==> config.mk <==
export PLATFORM = sky130hd
export DESIGN_NAME = dem_tree_encoder
export DESIGN_NICKNAME = d
export VERILOG_FILES = /design/src/rtl/dem_tree_pkg.sv /design/src/rtl/dem_switch_node.sv /design/src/rtl/dem_tree_encoder.sv
export SDC_FILE = /design/constraint.sdc
export NUM_CORES = 1
export LEC_CHECK = 0
export CORE_MARGIN = 2
export CORE_UTILIZATION = 45
export DETAILED_ROUTE_END_ITERATION = 6
export GPL_ROUTABILITY_DRIVEN = 0
export PLACE_DENSITY = 0.71
export SETUP_SLACK_MARGIN = 0.3
export SYNTH_ARGS = -nofsm -noshare
export SYNTH_HDL_FRONTEND = slang
export SYNTH_HIERARCHICAL = 1
export SYNTH_SLANG_ARGS = --single-unit
==> constraint.sdc <==
create_clock -name clk_i -period 2.53 [get_ports clk_i]
set_input_delay 0.759 -clock clk_i [delete_from_list [all_inputs] [get_ports clk_i]]
set_output_delay 0.759 -clock clk_i [all_outputs]
set_load 0.005 [all_outputs]
==> src/rtl/dem_tree_pkg.sv <==
// Shared types, constants and helpers for the tree-structured DEM encoder.
package dem_tree_pkg;

  typedef enum logic [1:0] {
    DEM_THERM  = 2'd0,
    DEM_RANDOM = 2'd1,
    DEM_SHAPE  = 2'd2,
    DEM_RSVD   = 2'd3
  } dem_mode_e;

  localparam int LFSR_W     = 15;
  // x^15 + x^14 + 1 expressed as bit positions of a left-shifting register
  localparam int LFSR_TAP_A = 14;
  localparam int LFSR_TAP_B = 13;
  localparam int MAX_LEVELS = 4;

  // Every internal node needs its own PN bit, so NE-1 must not exceed LFSR_W.
  function automatic bit levels_ok(input int levels);
    return (levels >= 1) && (levels <= MAX_LEVELS);
  endfunction

  function automatic int clamp_code(input int x, input int ne);
    return (x > ne) ? ne : x;
  endfunction

  // Bit offset of pipeline stage 'stage' in the flat stage vector.
  function automatic int stage_off(input int levels, input int stage);
    int acc;
    acc = 0;
    for (int i = 0; i < stage; i++) acc += (1 << i) * (levels + 1 - i);
    return acc;
  endfunction

endpackage

==> src/rtl/dem_switch_node.sv <==
// One DEM switching node: splits x into x1 + x2 with the odd remainder steered by mode.
module dem_switch_node
  import dem_tree_pkg::*;
#(
  parameter int W = 4
) (
  input  logic [W-1:0] i_x,
  input  dem_mode_e    i_mode,
  input  logic         i_rnd,
  input  logic         i_st,
  output logic [W-2:0] o_x1,
  output logic [W-2:0] o_x2,
  output logic         o_odd
);

  logic         w_pos;
  logic [W-2:0] w_half;
  logic [W-2:0] w_up;

  always_comb begin
    w_pos = 1'b1;
    case (i_mode)
      DEM_RANDOM: w_pos = i_rnd;
      DEM_SHAPE:  w_pos = ~i_st;
      default:    w_pos = 1'b1;
    endcase
  end

  // For even x both halves are equal, so the sign only matters when x is odd.
  assign w_half = i_x[W-1:1];
  assign w_up   = w_half + (W-1)'(i_x[0]);
  assign o_x1   = w_pos ? w_up : w_half;
  assign o_x2   = w_pos ? w_half : w_up;
  assign o_odd  = i_x[0];

endmodule

==> src/rtl/dem_tree_encoder.sv <==
// Pipelined tree DEM encoder: clamps the code, splits it over LEVELS node levels,
// and drives 2^LEVELS unit elements whose popcount equals the clamped code.
module dem_tree_encoder
  import dem_tree_pkg::*;
#(
  parameter int          LEVELS    = 3,
  parameter logic [14:0] LFSR_SEED = 15'h4A5F
) (
  input  logic                   clk_i,
  input  logic                   reset_i,
  input  logic                   valid_i,
  input  logic [LEVELS:0]        x_in_i,
  input  logic [1:0]             mode_i,
  output logic                   valid_o,
  output logic [(1<<LEVELS)-1:0] elem_o,
  output logic                   ovf_o
);

  localparam int NE       = 1 << LEVELS;
  localparam int TOT      = stage_off(LEVELS, LEVELS + 1);
  localparam int OFF_LEAF = stage_off(LEVELS, LEVELS);
  localparam logic [LFSR_W-1:0] LFSR_INIT = (LFSR_SEED == 15'h0000) ? 15'h0001 : LFSR_SEED;

  if (!levels_ok(LEVELS)) begin : g_bad_levels
    $error("dem_tree_encoder: LEVELS must be within 1..4");
  end

  logic [TOT-1:0]    r_stage;
  logic [TOT-1:0]    w_stage_d;
  logic [LEVELS+1:0] r_vld;
  logic [LEVELS+1:0] r_ovf;
  dem_mode_e         r_mode [LEVELS];
  logic [NE-1:1]     r_st;
  logic [NE-1:1]     w_tog;
  logic [LFSR_W-1:0] r_lfsr;
  logic [NE-1:0]     r_elem;
  logic              w_ovf;
  logic [LEVELS:0]   w_code;

  assign w_ovf                = int'(x_in_i) > NE;
  assign w_code               = (LEVELS+1)'(clamp_code(int'(x_in_i), NE));
  assign w_stage_d[LEVELS:0]  = valid_i ? w_code : '0;

  // Node level l reads stage l and writes stage l+1; stage LEVELS holds the element bits.
  for (genvar l = 0; l < LEVELS; l++) begin : g_lvl
    localparam int W       = LEVELS + 1 - l;
    localparam int OFF_IN  = stage_off(LEVELS, l);
    localparam int OFF_OUT = stage_off(LEVELS, l + 1);
    for (genvar j = 0; j < (1 << l); j++) begin : g_node
      localparam int N = (1 << l) + j;
      logic w_odd;
      dem_switch_node #(.W(W)) u_node (
        .i_x   (r_stage[OFF_IN + j*W +: W]),
        .i_mode(r_mode[l]),
        .i_rnd (r_lfsr[N-1]),
        .i_st  (r_st[N]),
        .o_x1  (w_stage_d[OFF_OUT + (2*j)*(W-1) +: W-1]),
        .o_x2  (w_stage_d[OFF_OUT + (2*j+1)*(W-1) +: W-1]),
        .o_odd (w_odd)
      );
      assign w_tog[N] = w_odd & r_vld[l] & (r_mode[l] == DEM_SHAPE);
    end
  end

  // Data, valid and overflow pipeline plus the registered element outputs.
  always_ff @(posedge clk_i) begin
    if (reset_i) begin
      r_stage <= '0;
      r_vld   <= '0;
      r_ovf   <= '0;
      r_elem  <= '0;
    end else begin
      r_stage <= w_stage_d;
      r_vld   <= {r_vld[LEVELS:0], valid_i};
      r_ovf   <= {r_ovf[LEVELS:0], valid_i & w_ovf};
      r_elem  <= r_stage[OFF_LEAF +: NE];
    end
  end

  // Mode rides along with its sample so each level uses that sample's mode.
  always_ff @(posedge clk_i) begin
    if (reset_i) begin
      for (int i = 0; i < LEVELS; i++) r_mode[i] <= DEM_THERM;
    end else begin
      r_mode[0] <= valid_i ? dem_mode_e'(mode_i) : DEM_THERM;
      for (int i = 1; i < LEVELS; i++) r_mode[i] <= r_mode[i-1];
    end
  end

  // Noise-shaping node state and free-running PN generator.
  always_ff @(posedge clk_i) begin
    if (reset_i) begin
      r_st   <= '0;
      r_lfsr <= LFSR_INIT;
    end else begin
      r_st   <= r_st ^ w_tog;
      r_lfsr <= {r_lfsr[LFSR_W-2:0], r_lfsr[LFSR_TAP_A] ^ r_lfsr[LFSR_TAP_B]};
    end
  end

  assign valid_o = r_vld[LEVELS+1];
  assign ovf_o   = r_ovf[LEVELS+1];
  assign elem_o  = r_elem;

endmodule

Word-level counts from Yosys, hierarchy flattened:

Memories as Yosys holds them, arrays and structs flattened.
Index checks and enable logic that the tools add are counted.

* add/subtract/negate cells: 7
* magnitude comparators: 1
* eq/ne operators: 6
* muxes and demuxes: 29
* bitwise logic cells: 28
* reductions and logical operators: 2

Operators by type and width (count)
* $mux W2: 8
* $and A1 B1 Y1: 15
* $pmux W1 S2: 7
* $mux W1: 11
* $not A1 Y1: 8
* $xor A7 B7 Y7: 1
* $eq A2 B1 Y1 const B: 3
* $eq A2 B2 Y1 const B: 3
* $mux W3: 2
* $add A1 B1 Y1: 4
* $add A2 B1 Y2: 2
* $gt A4 B4 Y1 const B: 1
* $mux W4: 1
* $add A3 B1 Y3: 1
* $or A1 B1 Y1: 3
* $reduce_or A3 Y1: 1
* $reduce_or A2 Y1: 1
* $xor A1 B1 Y1: 1

* register bits: 66
* memory bits (writable): 6
* input bits: 9
* output and inout port bits: 10
* word-level logic and storage cells: 82
* memories: 1

Memory list
* r_mode: words 3, bits a word 2, read ports 3, clocked after Yosys merged registers in 0, wr ports 3, RTL line dem_tree_encoder.sv:32 `dem_mode_e r_mode [LEVELS];`

Longest topological paths before layout:

Gate-level depths: netlist (run 1).

* depth in word-level cells: 3
* mapped depth: 6
* depth with buffers taken out: 6

Modules after synthesis:

The synthesis (run 1) kept the hierarchy.

By module, submodules not included
* dem_tree_encoder: instances 1, cells each 174, area an instance 2132.0 um^2, sequential area each 1441.4 um^2
* dem_switch_node (g_lvl[2].g_node[0].u_node ...): instances 4, cells each 11, area an instance 101.3 um^2, sequential area each 0.0 um^2
* dem_switch_node (g_lvl[1].g_node[0].u_node ...): instances 2, cells each 15, area an instance 167.7 um^2, sequential area each 0.0 um^2
* dem_switch_node (g_lvl[0].g_node[0].u_node): instances 1, cells each 18, area an instance 183.9 um^2, sequential area each 0.0 um^2

Least setup slack after synthesis (run 1):

Ideal clock, no wire load.

* path type: register -> register
* start: mem r_mode[0][4] (netlist bit)
* end: reg r_stage[19]
* library setup time: 0.118 ns
* arrival time: 1.615 ns
* data required time: 2.412 ns
* setup slack: 0.798 ns
* cell stages (with the launch flop): 6
* path buffers: 0
* period minus slack after synthesis: 1.732 ns
* path through: dfxtp_1 -> inv_1 -> ha_1 -> or4b_4 -> xnor2_2 -> nor2b_1

RTL lines
* start: declaration: RTL line dem_tree_encoder.sv:32
* end signal: assignment: RTL line dem_tree_encoder.sv:73 `r_stage <= w_stage_d;`
* end: declaration: RTL line dem_tree_encoder.sv:28 `logic [TOT-1:0] r_stage;`

Worst setup path in the final report (run 1):

* start: reg r_elem[0], in the netlist elem_o[0]
* end: out elem_o[0]

RTL lines
* start: declaration: RTL line dem_tree_encoder.sv:36 `logic [NE-1:0] r_elem;`
* start signal: assignment: RTL line dem_tree_encoder.sv:76 `r_elem <= r_stage[OFF_LEAF +: NE];`
* end: declaration: RTL line dem_tree_encoder.sv:15 `output logic [(1<<LEVELS)-1:0] elem_o,`

No word-level cell between the ends.

==> reports/results.md, run 1 <==
| Quantity | This run | Unit |
| --- | --- | --- |
| Setup repair after global routing missed its margin | no | - |
| Sum Neg Setup Slack | 0 | ns |
| Switching part of the total power | 0.195 | - |
| Worst Setup End Kind | primary output | - |
| Most frequent cells after synthesis | dfxtp_1 (72), nor2b_1 (56), ha_1 (18), inv_1 (15), mux2_2 (13) | - |
| Clock H-tree levels | 3 | - |
| Clock tree root driver cell | clkbuf_8 | - |
| Number of port buffers | 18 | - |
| Total Routed Length | 4.06 | mm |
| Max-slew violations | 0 | - |
| Element type at the critical path start | flop | - |
| Die outline area | 7470 | um^2 |
| Via count of the routed design | 1,715 | - |
| Number of max-cap violations | 0 | - |
| Num ports | 19 | - |
| Area of the placeable core | 6680 | um^2 |
| Share of cells above drive strength 1 | 0.231 | - |
| Net count of the finished layout | 312 | - |
| Number of fill cells | 590 | - |
| Crit path max-delay family | buffers and inverters | - |
| Die height | 86.4 | um |
| Synthesized instance count | 266 | - |
| Clock share of power | 0.453 | - |
| Part of the power in registers | 0.497 | - |
| Clk Latency, worst-skew pair | 0.34 | ns |
| PostCTS Resize Cnt | 0 | - |
| Distinct cells, synth | 29 | - |
| Kind of critical path | flop to primary output | - |
| Vias/cell | 4.64 | - |
| Initial core utilization | 0.457 | - |
| Switching power | 464 | uW |
| Fin Clk Skew | 0.00862 | ns |
| Post-synth net total | 293 | - |
| Top flip-flop cell by instance count after synthesis | dfxtp_1 | - |
| Most area-hungry cell type in the Yosys netlist | dfxtp_1 | - |
| First-pass GRT wire length | 7.40 | mm |
| Residual antenna-violating net count after detailed routing | 0 | - |
| Layout overhead on the synthesized area | 15.1 | % |
| Antenna cells | 0 | - |
| CP Buf/Inv Count | 1 | - |
| Clock-pin slew reported for the worst setup and hold paths after clock tree synthesis | 0.07 | ns |
| Num CTS Buffers | 9 | - |
| Maximum number of pins on one net before global-route repair | 30 | - |
| Leakage dissipation | 1.41 | nW |
| Register area share after synthesis | 0.472 | - |
| # clock sinks | 72 | - |
| Fraction of synthesized cell area taken by the top area cell type | 0.472 | - |
| Max Freq | 0.527 | GHz |
| Highest-delay cell along the critical path | clkdlybuf4s50_1 | - |
| DRC violations left | 0 | - |
| Gr usage total | 0.129 | - |
| Clk buf depth | 2 | - |
| Proportion of synthesized flip-flops having asynchronous set or reset | 0 | - |
| Final critical-path required period | 1.90 | ns |
| Maximum vdd ir drop | 303 | uV |
| Final cycle utilization of the critical path | 0.750 | - |
| Number of standard-cell rows in the floorplan | 30 | - |
| Total iterations of the first detailed-routing run | 4 | - |
| Layout Cells excl Fill | 370 | - |
| Routed wire length per instance | 11.0 | um |
| Via count of the first global-routing pass | 1,720 | - |
| Rel. slew slack | 0.655 | - |
| Number of antenna violations at the first check in global routing | 0 | - |
| Critical-path cell list | clkdlybuf4s50_1 | - |
| Final standard cell utilization of the core | 0.526 | - |
| Placed cell count | 354 | - |
| Endpoints failing hold | 0 | - |
| Synth area leaders | dfxtp_1 (47%), nor2b_1 (11%), ha_1 (7.4%), mux2_2 (4.8%), xnor2_1 (2.3%) | - |
| Number of DRC violations after detailed-routing iteration 0 | 27 | - |
| Post-CTS Setup Inserts | 0 | - |
| Required time reported for the critical path endpoint | 1.77 | ns |
| Critical Path Fanout Max | 1 | - |
| Most frequently used cell type in the post-synthesis netlist | dfxtp_1 | - |
| GR Overflow Total | 0 | - |
| Width of the die | 86.4 | um |
| Design internal power | 1.91 | mW |
| Post-synthesis cell area | 3060 | um^2 |
| Comb pwr share | 0.050 | - |
| Worst-Margin Slew | 0.518 | ns |
| Worst path max stage delay | 0.49 | ns |
| Count of flip-flops with a built-in enable after synthesis | 0 | - |
| TritonCTS clock tree | built | - |
| Detailed Place HPWL | 2.90 | mm |
| Number of setup violations in the final report | 0 | - |
| Areal power density over the cells | 676 | nW/um^2 |
| Number of warnings printed during yosys synthesis | 6 | - |
| Result of the run | finished clean | - |
| Hold buffers post-CTS | 0 | - |
| Per-instance average area after synthesis | 11.5 | um^2 |
| Post-synthesis sequential element count | 72 | - |
| Worst Hold Class | flop to flop | - |
| Arrival @ worst endpoint | 1.14 | ns |
placed cells by master, fill, tap and decap left out, types with 2 or more instances in the layout:
cell type        instances
or2_2                    8
and2_1                   3
nor2_1                   7
clkbuf_8                10
clkdlybuf4s50_1         17
inv_1                   15
and2b_1                  3
nor3b_1                  3
or4b_4                   4
o31ai_1                  5
nor4b_4                  2
dfxtp_1                 72
bufinv_16                3
and2_4                   7
buf_4                    3
mux2_2                  13
ha_1                    18
nor2b_1                 56
nor3_4                   3
xor2_1                   3
nand2b_1                 2
xnor2_1                  8
xnor2_2                  4
o31ai_2                  2
mux2_1                   2
nand4b_1                 7
nor2b_4                  2
logic make-up (layout without fill, tap and decap cells):
| logic type | Yosys count | count (layout) | synth area share |
|---|---|---|---|
| compound gates | 8 | 8 | 0.0237 |
| simple gates | 109 | 109 | 0.271 |
| mux | 15 | 15 | 0.0553 |
| fa+ha+maj | 18 | 18 | 0.0737 |
| xor+xnor | 15 | 15 | 0.0528 |
| flops | 72 | 72 | 0.472 |
| buf+inv | 29 | 53 | 0.0520 |
metal layers:
| layer | global-route usage | vias to the layer above | share of wire |
|---|---|---|---|
| met4 | 0.0554 | 0 | 0.018 |
| met3 | 0.0543 | 7 | 0.043 |
| li1 | - | 894 | - |
| met5 | 0 | - | 0 |
| met1 | 0.140 | 789 | 0.43 |
| met2 | 0.222 | 25 | 0.51 |
cell type report:
| class | instances | area (um^2) | area share |
|---|---|---|---|
| Clock buffer | 11 | 141 | 0.0402 |
| Multi-Input combinational cell | 165 | 1460 | 0.414 |
| Inverter | 15 | 56.3 | 0.0160 |
| Timing Repair Buffer | 22 | 218 | 0.0619 |
| Sequential cell | 72 | 1440 | 0.410 |
| Clock inverter | 5 | 104 | 0.0295 |
| Tap cell | 80 | 100 | 0.0285 |
power by group through the flow:
stage                     logic, mW  registers, mW  clock network [mW]
after detailed placement      0.121           1.21                   0
after global routing          0.132           1.19                1.17
final                         0.118           1.18                1.08
after floorplan              0.0921           1.20                   0
after global placement        0.116           1.21                   0
after CTS                     0.121           1.18                1.11
through the flow:
step,area [um^2],power [mW],hold WS [ns],setup slack (ns)
final,3520,2.38,0.421,0.633
after detailed placement,3270,1.33,0.401,0.604
after global routing,3520,2.49,0.441,0.524
after CTS,3520,2.41,0.421,0.604
after global placement,3270,1.32,0.398,0.654
after floorplan,3060,1.29,0.389,0.798
path summary, 6_finish.rpt:
check	startpoint	end	slack, ns	cells after the start
min	r_lfsr[8]	r_lfsr[9]	0.42	1
min reg2reg	r_lfsr[8]	r_lfsr[9]	0.42	1
max reg2reg	r_mode[0][4]	r_stage[21]	0.65	5
max	elem_o[0]	elem_o[0]	0.63	1
state kept, by name, summed over array words and instances, names as in the netlist:
register  count
r_st          7
r_stage      26
r_vld         5
elem_o        8
r_ovf         5
r_lfsr       15
r_mode        6
Note: power is estimated with default switching activity, not from simulation.
==> run 2: changes to the inputs <==
--- a/config.mk
+++ b/config.mk
@@ -9,7 +9,7 @@
 export CORE_UTILIZATION = 45
 export DETAILED_ROUTE_END_ITERATION = 6
 export GPL_ROUTABILITY_DRIVEN = 0
-export PLACE_DENSITY = 0.71
+export PLACE_DENSITY = 0.74
 export SETUP_SLACK_MARGIN = 0.3
 export SYNTH_ARGS = -nofsm -noshare
 export SYNTH_HDL_FRONTEND = slang
==> constraint.sdc (replaced) <==
create_clock -name clk_i -period 1.6 [get_ports clk_i]
set_input_delay 0.48 -clock clk_i [delete_from_list [all_inputs] [get_ports clk_i]]
set_output_delay 0.48 -clock clk_i [all_outputs]
set_load 0.005 [all_outputs]
==> run 2 against run 1 <==
  * Sequential cell count unchanged
  * Critical path type is now flop to flop
  * Final cell count grew 5.7%
  * Non-clock buffer count rose by 21
  * First-iteration DRC count is 96% higher
  * Clock skew is 0.0012 ns higher
  * Via count grew 8.5%
  * The flow now finishes with violations (negative setup slack)
==> reports/results.md, run 2 (synthesized netlist as in run 1, its figures left out) <==
| Quantity | This run | Unit | Change |
| --- | --- | --- | --- |
| Total iterations of the first detailed-routing run | 4 | - | unchanged |
| Via count of the routed design | 1,861 | - | was 1,715 |
| Hold Startpoint | r_lfsr[8] | - | unchanged |
| Vias/cell | 4.76 | - | was 4.64 |
| Layout overhead on the synthesized area | 30.0 | % | was 15.1% |
| First-pass GRT wire length | 8.34 | mm | was 7.40 mm |
| Num ports | 19 | - | unchanged |
| Standard cell area after detailed placement | 3380 | um^2 | was 3270 um^2 |
| Clock H-tree levels | 3 | - | unchanged |
| Gr usage total | 0.145 | - | was 0.129 |
| Overall power | 3.50 | mW | was 2.38 mW |
| Kind of critical path | flop to flop | - | was flop to primary output |
| Share of cells above drive strength 1 | 0.453 | - | was 0.231 |
| Placed cell count | 355 | - | was 354 |
| Fin Clk Skew | 0.00979 | ns | was 0.00862 ns |
| Maximum vdd ir drop | 407 | uV | was 303 uV |
| Worst r2r src | r_mode[0][5] | - | was r_mode[0][4] |
| Die outline area | 7470 | um^2 | unchanged |
| Register with the most flip-flops | r_stage | - | unchanged |
| Worst Setup End Kind | flop | - | was primary output |
| Via count of the first global-routing pass | 1,886 | - | was 1,720 |
| Number of setup violations in the final report | 4 | - | was 0 |
| DRC violations left | 0 | - | unchanged |
| Residual antenna-violating net count after detailed routing | 0 | - | unchanged |
| Initial core utilization | 0.457 | - | unchanged |
| Area of the placeable core | 6680 | um^2 | unchanged |
| Setup repair after global routing missed its margin | yes | - | was no |
| Most common cell after layout, fill and taps aside | dfxtp_1 | - | unchanged |
| Final critical-path required period | 1.67 | ns |  |
| Origin of the worst setup path | r_mode[0][5] | - | was elem_o[0] |
| Final standard cell utilization of the core | 0.595 | - | was 0.526 |
| Critical Path Fanout Max | 7 | - | was 1 |
| Endpoints failing hold | 0 | - | unchanged |
| TritonCTS clock tree | built | - | unchanged |
| Number of standard-cell rows in the floorplan | 30 | - | unchanged |
| GR Overflow Total | 0 | - | unchanged |
| Clk Latency, worst-skew pair | 0.34 | ns | about the same |
| Layout Cells excl Fill | 391 | - | was 370 |
| Maximum number of pins on one net before global-route repair | 47 | - | was 30 |
| Routed wire length per instance | 12.6 | um | was 11.0 um |
| Die height | 86.4 | um | unchanged |
| Detailed Place HPWL | 2.92 | mm | was 2.90 mm |
| Final cycle utilization of the critical path | 1.04 | - |  |
| Width of the die | 86.4 | um | unchanged |
| # clock sinks | 72 | - | unchanged |
| Clock tree root driver cell | clkbuf_8 | - | unchanged |
| Leakage dissipation | 1.59 | nW | was 1.41 nW |
| Antenna cells | 0 | - | unchanged |
| Number of antenna violations at the first check in global routing | 0 | - | unchanged |
| Required time reported for the critical path endpoint | 1.84 | ns | was 1.77 ns |
| Num CTS Buffers | 9 | - | unchanged |
| Net count of the finished layout | 333 | - | was 312 |
| Rel. slew slack | 0.793 | - | was 0.655 |
| Max Freq | 0.600 | GHz |  |
| Commonest cells after routing, fill and taps aside | dfxtp_1 (66), nor2b_1 (49), buf_4 (12) | - | was dfxtp_1 (72), nor2b_1 (56), ha_1 (18) |
| Cell area after layout | 3980 | um^2 | was 3520 um^2 |
| Areal power density over the cells | 880 | nW/um^2 | was 676 nW/um^2 |
| Setup slack of the critical path after layout | -0.0663 | ns | was 0.633 ns |
| Number of max-cap violations | 0 | - | unchanged |
| Number of port buffers | 18 | - | unchanged |
| Worst-Margin Slew | 0.309 | ns | was 0.518 ns |
| Worst Hold Class | flop to flop | - | unchanged |
| Clk buf depth | 2 | - | unchanged |
| Max FFs per register | 26 | - | unchanged |
| Max-slew violations | 0 | - | unchanged |
| Result of the run | finished with violations | - | was finished clean |
| Total Routed Length | 4.93 | mm | was 4.06 mm |
| Number of DRC violations after detailed-routing iteration 0 | 53 | - | was 27 |
| Violations in the final reports | negative setup slack | - |  |
| Clock-pin slew reported for the worst setup and hold paths after clock tree synthesis | 0.08 | ns | was 0.07 ns |
| Arrival @ worst endpoint | 1.91 | ns | was 1.14 ns |
| Element type at the critical path start | flop | - | unchanged |
run 2: worst max-delay path: stages, from the launching register on:
cell and delay (ns):
dfxtp_4 0.38, buf_6 0.14, ha_4 0.24, or4b_4 0.55
xnor2_2 0.14, nor2b_1 0.12
run 2: through the flow:
step	setup slack [ns]	setup TNS (ns)	hold WS, ns
global placement	-0.0486	-0.174	0.397
CTS	-0.0594	-0.212	0.422
global route	-0.111	-0.569	0.453
detailed placement	-0.0745	-0.284	0.405
floorplan	-0.0114	-0.0456	0.389
finish	-0.0663	-0.217	0.416
run 2: final cells by class:
cell class,instances,area (um^2)
tap,80,100
clock buffer,11,163
sequential,72,1460
inverter,15,61.3
timing repair buffer,43,379
multi-input combinational,165,1770
fill,533,2710
clock inverter,5,36.3
run 2: routing by layer:
metal  GRT usage  vias to the layer above  routed length, um
met5           0                        -                  0
met4      0.0582                        0                 57
met3      0.0562                        5                189
met2       0.258                       29               2680
met1       0.154                      892               2000
li1            -                      935                  -
run 2: power breakdown:
group / switching, mW / leakage [nW] / total [mW] / internal (mW)
clock network: 0.668 / 0.101 / 1.37 / 0.705
registers: 0.0336 / 0.591 / 1.87 / 1.83
logic: 0.110 / 0.893 / 0.260 / 0.150
run 2: timing repair:
item / 4_1_cts / 5_1_grt
setup buffers: 15 / 5
pin swaps: 24 / 14
gates resized for setup: 85 / 9
endpoints found under the setup margin: 32 / 24
hold buffers: 0 / 0
run 2: final timing paths:
check	endpoint	slack, ns	cells after the start
hold / removal	r_lfsr[9]	0.42	1
setup / recovery	r_stage[21]	-0.07	5
hold reg to reg	r_lfsr[9]	0.42	1
setup reg to reg	r_stage[21]	-0.07	5
